===== config.mk =====
export PLATFORM = sky130hd
export DESIGN_NAME = led_pattern_gen
export DESIGN_NICKNAME = d
export VERILOG_FILES = /design/src/rtl/led_pattern_gen.sv
export SDC_FILE = /design/constraint.sdc
export NUM_CORES = 1
export LEC_CHECK = 0
export BUFFER_PORTS_ARGS = -buffer_cell sky130_fd_sc_hd__buf_2
export CELL_PAD_IN_SITES_DETAIL_PLACEMENT = 0
export CELL_PAD_IN_SITES_GLOBAL_PLACEMENT = 2
export CORE_UTILIZATION = 37
export DETAILED_ROUTE_END_ITERATION = 10
export PLACE_DENSITY = 0.9
export SLEW_MARGIN = 40
export SYNTH_ARGS = -nofsm -noshare
export SYNTH_HDL_FRONTEND = slang
export SYNTH_SLANG_ARGS = --single-unit

===== constraint.sdc =====
create_clock -name clock -period 12.1 [get_ports clock]
set_input_delay 3.63 -clock clock [delete_from_list [all_inputs] [get_ports clock]]
set_output_delay 3.63 -clock clock [all_outputs]
set_load 0.01 [all_outputs]

===== src/rtl/led_pattern_gen.sv =====
//
// led_pattern_gen
//   Drives a bank of NB_LEDS LEDs with a selectable animated pattern. A
//   prescaler turns the clock into a pattern-advance tick whose period is
//   BASE_PERIOD*(i_speed+1) clocks. On every tick the pattern advances
//   according to the selected mode. The raw pattern is exported on o_led and
//   a colour-gated copy of it goes to each RGB channel.
//
// Ports
//   clock      sole clock, all state updates on its rising edge
//   i_reset    synchronous, active-high reset
//   i_enable   1 = run, 0 = freeze prescaler and pattern
//   i_speed    period select, period = BASE_PERIOD*(i_speed+1)
//   i_mode     00 rotate left, 01 rotate right, 10 bounce, 11 blink
//   i_color    channel enables, bit2 = R, bit1 = G, bit0 = B
//   i_bright   (LED_PWM_DIM_EN only) brightness, duty = (i_bright+1)/4
//   o_led      raw pattern
//   o_led_r/g/b  colour-gated (and optionally dimmed) pattern
//   o_tick     one-cycle pulse in the cycle the pattern advances
//
// Configuration
//   LED_PWM_DIM_EN  when defined, adds i_bright and a free-running 4-bit pwm
//                   counter that dims the colour outputs (never o_led).
//
module led_pattern_gen #(
  parameter int NB_LEDS     = 4,
  parameter int NB_COUNTER  = 32,
  parameter int NB_SPEED    = 3,
  parameter int BASE_PERIOD = 2**24
) (
  input  logic                clock,
  input  logic                i_reset,
  input  logic                i_enable,
  input  logic [NB_SPEED-1:0] i_speed,
  input  logic [1:0]          i_mode,
  input  logic [2:0]          i_color,
`ifdef LED_PWM_DIM_EN
  input  logic [1:0]          i_bright,
`endif
  output logic [NB_LEDS-1:0]  o_led,
  output logic [NB_LEDS-1:0]  o_led_r,
  output logic [NB_LEDS-1:0]  o_led_g,
  output logic [NB_LEDS-1:0]  o_led_b,
  output logic                o_tick
);

  typedef enum logic [1:0] {
    MODE_ROT_L  = 2'b00,
    MODE_ROT_R  = 2'b01,
    MODE_BOUNCE = 2'b10,
    MODE_BLINK  = 2'b11
  } mode_e;

  typedef enum logic {
    DIR_UP   = 1'b0,
    DIR_DOWN = 1'b1
  } dir_e;

  localparam logic [NB_LEDS-1:0]    PAT_ONE = NB_LEDS'(1);
  localparam logic [NB_COUNTER-1:0] CNT_ONE = NB_COUNTER'(1);

  logic [NB_COUNTER-1:0] count, count_nxt;
  logic [NB_COUNTER-1:0] period, period_m1;
  logic [NB_LEDS-1:0]    pat, pat_nxt, init_pat, adv_pat;
  dir_e                  dir, dir_nxt, adv_dir;
  mode_e                 mode_ref;
  logic                  mode_changed;
  logic                  tick;
  logic                  pwm_on;

  // Tick period for the current speed setting. Everything is kept at the
  // prescaler width; legal parameters guarantee the product fits.
  always_comb begin
    period    = NB_COUNTER'(BASE_PERIOD) * (NB_COUNTER'(i_speed) + CNT_ONE);
    period_m1 = period - CNT_ONE;
  end

  // A mode change is only acted on while running, so a frozen generator keeps
  // all of its state. The change pre-empts any tick due in the same cycle.
  // The >= compare makes a speed decrease below the current count tick at
  // once instead of letting the prescaler run past the new period.
  always_comb begin
    mode_changed = i_enable && (i_mode != mode_ref);
    tick         = i_enable && !i_reset && !mode_changed && (count >= period_m1);
    init_pat     = (i_mode == MODE_BLINK) ? '0 : PAT_ONE;
  end

  // Pattern that the current one turns into on a tick. In bounce mode the
  // direction flips on the very tick that lands on an end LED, so that end
  // stays lit for exactly one period before the walk reverses.
  always_comb begin
    adv_pat = pat;
    adv_dir = dir;
    case (mode_ref)
      MODE_ROT_L: adv_pat = {pat[NB_LEDS-2:0], pat[NB_LEDS-1]};
      MODE_ROT_R: adv_pat = {pat[0], pat[NB_LEDS-1:1]};
      MODE_BOUNCE: begin
        if (dir == DIR_UP) begin
          adv_pat = pat << 1;
          if (adv_pat[NB_LEDS-1]) adv_dir = DIR_DOWN;
        end else begin
          adv_pat = pat >> 1;
          if (adv_pat[0]) adv_dir = DIR_UP;
        end
      end
      MODE_BLINK: adv_pat = (pat == '0) ? '1 : '0;
      default: adv_pat = pat;
    endcase
  end

  // Next-state selection: mode change restarts the pattern, a tick advances
  // it, otherwise the prescaler counts while enabled and holds when frozen.
  always_comb begin
    count_nxt = count;
    pat_nxt   = pat;
    dir_nxt   = dir;
    if (mode_changed) begin
      count_nxt = '0;
      pat_nxt   = init_pat;
      dir_nxt   = DIR_UP;
    end else if (tick) begin
      count_nxt = '0;
      pat_nxt   = adv_pat;
      dir_nxt   = adv_dir;
    end else if (i_enable) begin
      count_nxt = count + CNT_ONE;
    end
  end

  // State register. Reset also snapshots i_mode so that holding the mode
  // steady across reset release is not mistaken for a change.
  always_ff @(posedge clock) begin
    if (i_reset) begin
      count    <= '0;
      pat      <= init_pat;
      dir      <= DIR_UP;
      mode_ref <= mode_e'(i_mode);
    end else begin
      count <= count_nxt;
      pat   <= pat_nxt;
      dir   <= dir_nxt;
      if (mode_changed) mode_ref <= mode_e'(i_mode);
    end
  end

`ifdef LED_PWM_DIM_EN
  logic [3:0] pwm;

  // Free-running dimming counter; the top two bits give four duty slots.
  always_ff @(posedge clock) begin
    if (i_reset) pwm <= '0;
    else         pwm <= pwm + 4'd1;
  end

  assign pwm_on = (pwm[3:2] <= i_bright);
`else
  assign pwm_on = 1'b1;
`endif

  assign o_led   = pat;
  assign o_tick  = tick;
  assign o_led_r = (i_color[2] && pwm_on) ? pat : '0;
  assign o_led_g = (i_color[1] && pwm_on) ? pat : '0;
  assign o_led_b = (i_color[0] && pwm_on) ? pat : '0;

endmodule


; Yosys cells after proc, flatten, opt, wreduce, memory -nomap -nowiden
; Index checks and enable logic that the tools add are counted.
; Widths: inputs -> output; s select.
[word_totals]
reg_bits = 39
output_inout_bits = 17
wordCells = 41
[op_classes]
addsub = 3
n_lt_le_gt_ge = 1
eq_ne = 5
mux = 15
reduce_logical = 13
[op_table]
columns = operator, count
row1 = $add 32x1->32 const B, 1
row2 = $ge 32x32->1, 1
row3 = $mux 4, 8
row4 = $sub 28x1->29 const B, 1
row5 = $pmux 4 s4, 1
row6 = $eq 2x2->1 const B, 3
row7 = $add 3x1->4 const B, 1
row8 = $logic_and 1x1->1, 4
row9 = $logic_not 4->1, 1
row10 = $mux 1, 4
row11 = $mux 2, 2
row12 = $reduce_bool 3->1, 1
row13 = $reduce_or 3->1, 1
row14 = $eq 2x1->1 const B, 1
row15 = $logic_not 1->1, 2
row16 = $logic_not 2->1, 1
row17 = $ne 2x2->1, 1
row18 = $reduce_and 2->1, 1
row19 = $reduce_bool 2->1, 1
row20 = $reduce_or 2->1, 1

; Depth between registers and ports, before layout
; Gate-level depths: netlist (run 1).
[depth]
word_depth = 8
ltp_mapped = 12

; Worst setup path before layout (run 1)
; OpenSTA, ideal clock, no wires.
[synth_timing]
path_kind = input to output
start = in i_speed[0]
end = out o_tick
t_arrival_ps = 5464
slack_ps = 3006
stages = 11
path_buffers = 0
cell_sequence = ha_1 > nor2b_1 > xnor2_1 > nor2_1 > o21ai_0 > ha_1 > nand2_1 > nor4_2 > a41oi_1 > nand2b_1 > nor2_1
[synth_via]
elab_chain_cells = 4
[synth_lines]
columns = item, line_no
row1 = from (decl), 34  ; input logic [NB_SPEED-1:0] i_speed,
row2 = $add 3x1->4, 74  ; period = NB_COUNTER'(BASE_PERIOD) * (NB_COUNTER'(i_speed) + CNT_ONE);
row3 = $sub 28x1->29, 75  ; period_m1 = period - CNT_ONE;
row4 = $ge 32x32->1, 84  ; tick = i_enable && !i_reset && !mode_changed && (count >= period_m1);
row5 = $logic_and 1x1->1, 84
row6 = to (decl), 44  ; output logic o_tick
; Every way passes these cells.

; Worst setup path after layout (run 1)
; Ends and elaborated chain as after synthesis.

==> flow_summary.json, run 1 <==
{
  "relSlewSlack_pct": 60.0,
  "path_delay_family": "compound AO/OA/AOI/OAI gates",
  "rows": 26,
  "die_h_um": 76.6,
  "drt_pass1_iterations": 5,
  "cts_hold_buf": 0,
  "cp_slowest_cell": "a41oi_1",
  "yosys.area.top_type": "dfxtp_1",
  "yosysTopAreaCellShare_pct": 32.1,
  "pwr-share-comb_pct": 11.3,
  "ant_nets": 0,
  "met2_usage_pct": 22.0,
  "muxShareOfSynthArea_pct": 0.972,
  "setup_viol": 0,
  "synthFlopType": "dfxtp_1",
  "vias": 1620,
  "fp.coreArea_um2": 5240,
  "post_cts_resized": 0,
  "placed_area_um2": 2250,
  "cp.buffers_inverters": 2,
  "clock.fmax_ghz": 0.105,
  "via_per_inst": 4.92,
  "ys_warn_count": 0,
  "p_leak_uw": 0.000901,
  "path_max_fanout": 3,
  "port_buffers": 27,
  "clock_path_buffers": 2,
  "ir_drop_mv": 0.0632,
  "p_sw_share_pct": 25.1,
  "place_hpwl_um": 2750,
  "worstSetupStartpointType": "primary input",
  "syn-cell-area_um2": 2060,
  "drc": 0,
  "p_per_area_nw_per_um2": 108,
  "status": "completed",
  "grtUsageMet1_pct": 18.2,
  "p_switching_uw": 63.0,
  "clock-root-buffer": "clkbuf_8",
  "synth_nets": 246,
  "grtUsageTotal_pct": 13.9,
  "syn_inst": 229,
  "gr-usage-met3_pct": 4.31,
  "min_period_ns": 9.50,
  "num_io_pins": 28,
  "worstHoldPathType": "reg -> reg",
  "slowest_delay_ns": 0.38,
  "fin_util_pct": 44.5,
  "synth_xor_area_share_pct": 12.8,
  "grt.busiest_layer": "met2",
  "finalCritPeriodShare_pct": 78.5,
  "first_iter_violations": 120,
  "synth_common_cells": "nor2_1 (43), dfxtp_1 (33), xor2_1 (17), nand3_1 (15)",
  "tns_ns": 0,
  "pwr-share-clk_pct": 33.0,
  "nFillCells": 520,
  "worst_pin_slew_ns": 0.596,
  "synthSimpleGateAreaFrac_pct": 30.7,
  "wl_per_cell_um": 11.6,
  "cp.arrival_ns": 5.87,
  "overflow": 0,
  "cp-end-kind": "output pin",
  "synth_seq_cells": 39,
  "die_x_um": 76.6,
  "avgSynthCellArea_um2": 8.99,
  "grt_max_degree": 20,
  "final_cell_area_um2": 2330,
  "synth_compound_gate_area_share_pct": 7.78,
  "p_seq_share_pct": 55.6,
  "synthAdderAreaFrac_pct": 3.65,
  "slew_violations": 0,
  "cts_tree": "yes",
  "yosysMostFrequentCell": "nor2_1",
  "cts_inserted_buffers": 5,
  "clkTransAtPathRegs_ns": 0.07,
  "hold_viol_final": 0,
  "ys_seq_area_share_pct": 40.8,
  "start_util_pct": 39.3,
  "synth.area.top_cells": "dfxtp_1 (32%), edfxtp_1 (8.7%), nor2_1 (7.8%), xor2_1 (7.2%), xnor2_1 (5.5%)",
  "clk_latency_ns": 0.28,
  "nets": 275,
  "grt_pass1_vias": 1465,
  "rrSetupSlack_ns": 9.91,
  "antenna_found_initial": 0,
  "rsz0062_at_grt": "no",
  "max_cap_violations": 0,
  "routed_wl_um": 3820,
  "ys_types": 35,
  "p_int_uw": 189,
  "synthToLayoutAreaGrowth_pct": 13.2,
  "synth_enable_flop_cells": 6,
  "skew_ns": 0.00549,
  "diodes": 0,
  "grt_pass1_wl_um": 6650,
  "cts.sinks": 39,
  "die-area_um2": 5870,
  "synth_top_family_by_area": "simple AND/OR/NAND/NOR gates",
  "final_layout_size_suffix_gt1_share_pct": 16.6,
  "crit_chain": "buf_2 > ha_1 > nor2b_1 > xnor2_1 > nor2_1 > o21ai_0 > ha_1 > a21oi_1 > o211ai_1 > a41oi_1 > nand2b_1 > nor2_1 > buf_2",
  "async_flop_share_pct": 0,
  "crit_required_ns": 8.47,
  "h-tree-depth": 2,
  "worstSetupPathType": "in -> out",
  "gp_congestion": 0.705,
  "cts_setup_buffers": 0
}
## power groups by stage
| stage | clock network [uW] | logic (uW) | registers (uW) |
|---|---|---|---|
| 2_1_floorplan | 0 | 20.8 | 141 |
| 3_3_place_gp | 0 | 28.2 | 143 |
| 3_5_place_dp | 0 | 28.8 | 143 |
| 4_1_cts | 86.1 | 28.9 | 140 |
| 5_1_grt | 92.1 | 32.2 | 141 |
| 6_report | 83.1 | 28.5 | 140 |
## cells by family (layout without fill, tap and decap cells)
logic type / count (synthesis) / in the layout
AND/OR/NAND/NOR: 117 / 117
flip-flops: 39 / 39
XOR/XNOR: 30 / 30
AO/OA/AOI/OAI: 23 / 23
buffers and inverters: 12 / 42
adder cells (fa/ha/maj): 6 / 6
multiplexers: 2 / 2
## worst min-delay path, cell delays in order, from the launching register on
cell	delay, ns
dfxtp_1	0.34
a31oi_1	0.04
nor2_1	0.07
## layout by cell type, fill, tap and decap left out, drive strengths merged, types with 5 or more instances in the layout
master   n
nor2    44
dfxtp   33
buf     28
xor2    17
nand3   16
and2    14
xnor2   13
nand4   11
and3    10
a31oi    8
clkbuf   7
inv      6
a21oi    6
ha       6
edfxtp   6
nor4     6
nor2b    5
nand2    5
## sequential cells by signal, summed over array words and instances, names as in the netlist
| signal | cells |
|---|---|
| count | 32 |
| dir | 1 |
| mode_ref | 2 |
| o_led | 4 |
## per-stage QoR
step / hold slack (ns) / cells / power, uW / setup slack (ns)
2_1_floorplan: 0.438 / 229 / 162 / 3.01
3_3_place_gp: 0.463 / 320 / 171 / 2.67
3_5_place_dp: 0.465 / 321 / 172 / 2.62
4_1_cts: 0.487 / 329 / 255 / 2.61
5_1_grt: 0.528 / 329 / 265 / 2.30
6_report: 0.484 / 329 / 252 / 2.60
## worst paths after layout
| check | start | endpoint | cells after the start |
|---|---|---|---|
| worst max-delay path | i_speed[0] | o_tick | 13 |
| worst min-delay path | count[31]$_SDFFE_PP0P_ | count[31]$_SDFFE_PP0P_ | 2 |
| worst max register to register | count[12]$_SDFFE_PP0P_ | count[11]$_SDFFE_PP0P_ | 6 |
| worst min register to register | count[31]$_SDFFE_PP0P_ | count[31]$_SDFFE_PP0P_ | 2 |
## metal layers
metal  vias to the layer above  share of wire [%]
met2                        34                 43
met4                         0                1.1
met5                         -                  0
met1                       720                 52
met3                         6                4.4
li1                        860                  -
## cell type report
class	instances	area [um^2]	share of cell area [%]
Clock buffer	7	76.3	3.27
Clock inverter	1	5.00	0.215
Inverter	6	22.5	0.966
Multi-Input combinational cell	178	1150	49.3
Sequential cell	39	841	36.1
Tap cell	70	87.6	3.76
Timing Repair Buffer	28	150	6.44
(Power assumes the default switching activity.)
==> inputs of run 2 (changes only) <==
CORE_UTILIZATION = 35   (was 37)
PLACE_DENSITY = 0.86   (was 0.9)
clock period = 8.98 ns   (was 12.1 ns; I/O delays follow)
==> run 2 against run 1 <==
  * Core utilization fell by 2.6 points
  * Sequential share of layout area fell by 0.096 points
  * Setup slack got worse by 1.3 ns
  * Via count rose by 2.1%
  * Power rose by 34%
  * Largest cell class unchanged
  * Largest power group unchanged
  * Highest routed layer unchanged
==> flow_summary.json, run 2 (same netlist as run 1, synthesis figures left out) <==
{
  "synthToLayoutAreaGrowth_pct": 13.5,
  "drt_pass1_iterations": 4,
  "setup_viol": 0,
  "num_io_pins": 28,
  "rows": 27,
  "p_total_uw": 337,
  "cts_hold_buf": 0,
  "largest_reg_flops": 32,
  "cp.arrival_ns": 4.93,
  "antenna_found_initial": 0,
  "tns_ns": 0,
  "status": "completed",
  "die-area_um2": 6200,
  "final_common_cell": "nor2_1",
  "die_x_um": 78.7,
  "die_h_um": 78.7,
  "final_layout_size_suffix_gt1_share_pct": 16.3,
  "post_cts_resized": 0,
  "clock-root-buffer": "clkbuf_8",
  "hold_viol_final": 0,
  "gp_congestion": 0.698,
  "instances_no_fill": 329,
  "clock_path_buffers": 2,
  "relSlewSlack_pct": 60.5,
  "port_buffers": 27,
  "worst_pin_slew_ns": 0.588,
  "via_per_inst": 5.03,
  "skew_ns": 0.00234,
  "grt_pass1_wl_um": 6660,
  "worst_hold_slack_ns": 0.483,
  "diodes": 0,
  "cp-end-kind": "output pin",
  "p_per_area_nw_per_um2": 144,
  "crit_required_ns": 6.29,
  "max_cap_violations": 0,
  "cts_tree": "yes",
  "first_iter_violations": 72,
  "start_util_pct": 36.9,
  "grt_max_degree": 21,
  "clkTransAtPathRegs_ns": 0.07,
  "top_register": "count",
  "cts_inserted_buffers": 5,
  "place_hpwl_um": 2790,
  "h-tree-depth": 2,
  "final_cell_mix": "nor2_1 (43), dfxtp_1 (33), buf_2 (27)",
  "nets": 275,
  "clk_latency_ns": 0.28,
  "ant_nets": 0,
  "drc": 0,
  "fp.coreArea_um2": 5570,
  "overflow": 0,
  "ir_drop_mv": 0.0754,
  "path_max_fanout": 3,
  "place_ws_ns": 1.37,
  "worstHoldPathType": "reg -> reg",
  "placed_cells": 323,
  "finalCritPeriodShare_pct": 84.9,
  "grtUsageTotal_pct": 13.7,
  "min_period_ns": 7.63,
  "worstSetupPathType": "in -> out",
  "cts.sinks": 39,
  "routed_wl_um": 3950,
  "grt_pass1_vias": 1473,
  "timing.final.ws_setup_ns": 1.35,
  "slew_violations": 0,
  "clock.fmax_ghz": 0.131,
  "rsz0062_at_grt": "no",
  "wl_per_cell_um": 12.0,
  "p_leak_uw": 0.000902,
  "cts_setup_buffers": 0,
  "vias": 1654,
  "worstSetupStartpointType": "primary input"
}
[run 2: changes by cell type in the layout (fill, tap and decap cells not counted), sizes merged]
cell / delta
clkbuf: -1
clkinv: -1
[run 2: metal layers]
layer / GRT usage (%) / routed length [um] / vias to the layer above
met1: 17.7 / 1990 / 759
met4: 5.56 / 61 / 0
li1: - / - / 858
met5: 0 / 0 / -
met2: 21.7 / 1750 / 30
met3: 3.45 / 155 / 7
[run 2: per-stage QoR]
step	instance area, um^2	util, %
6_report	2340	42.0
4_1_cts	2340	42.0
3_3_place_gp	2240	40.2
5_1_grt	2340	42.0
3_5_place_dp	2270	40.7
2_1_floorplan	2060	-
[run 2: path summary, 6_finish.rpt]
path | depth (start not counted) | slack (ns) | end | from
worst max-delay path | 13 | 1.35 | o_tick | i_speed[0]
worst min-delay path | 2 | 0.48 | count[31]$_SDFFE_PP0P_ | count[31]$_SDFFE_PP0P_
worst max register to register | 6 | 6.82 | count[10]$_SDFFE_PP0P_ | count[12]$_SDFFE_PP0P_
worst min register to register | 2 | 0.48 | count[31]$_SDFFE_PP0P_ | count[31]$_SDFFE_PP0P_
[run 2: report_power, final]
group / switching [uW] / internal (uW)
Combinational: 21.2 / 18.9
Clock: 56.3 / 51.8
Sequential: 7.15 / 182
[run 2: layout make-up]
cell class / count / area (um^2)
Clock buffer: 6 / 72.6
Fill cell: 587 / 3240
Inverter: 6 / 22.5
Multi-Input combinational cell: 178 / 1150
Sequential cell: 39 / 841
Tap cell: 72 / 90.1
Timing Repair Buffer: 28 / 163
[run 2: worst max-delay path: stages]
cell and delay, ns:
buf_2 0.11, ha_1 0.30, nor2b_1 0.14, xnor2_1 0.13, nor2_1 0.05, o21ai_0 0.20, ha_1 0.28, a21oi_1 0.16
o211ai_1 0.11, a41oi_1 0.38, nand2b_1 0.18, nor2_1 0.04, buf_2 0.14
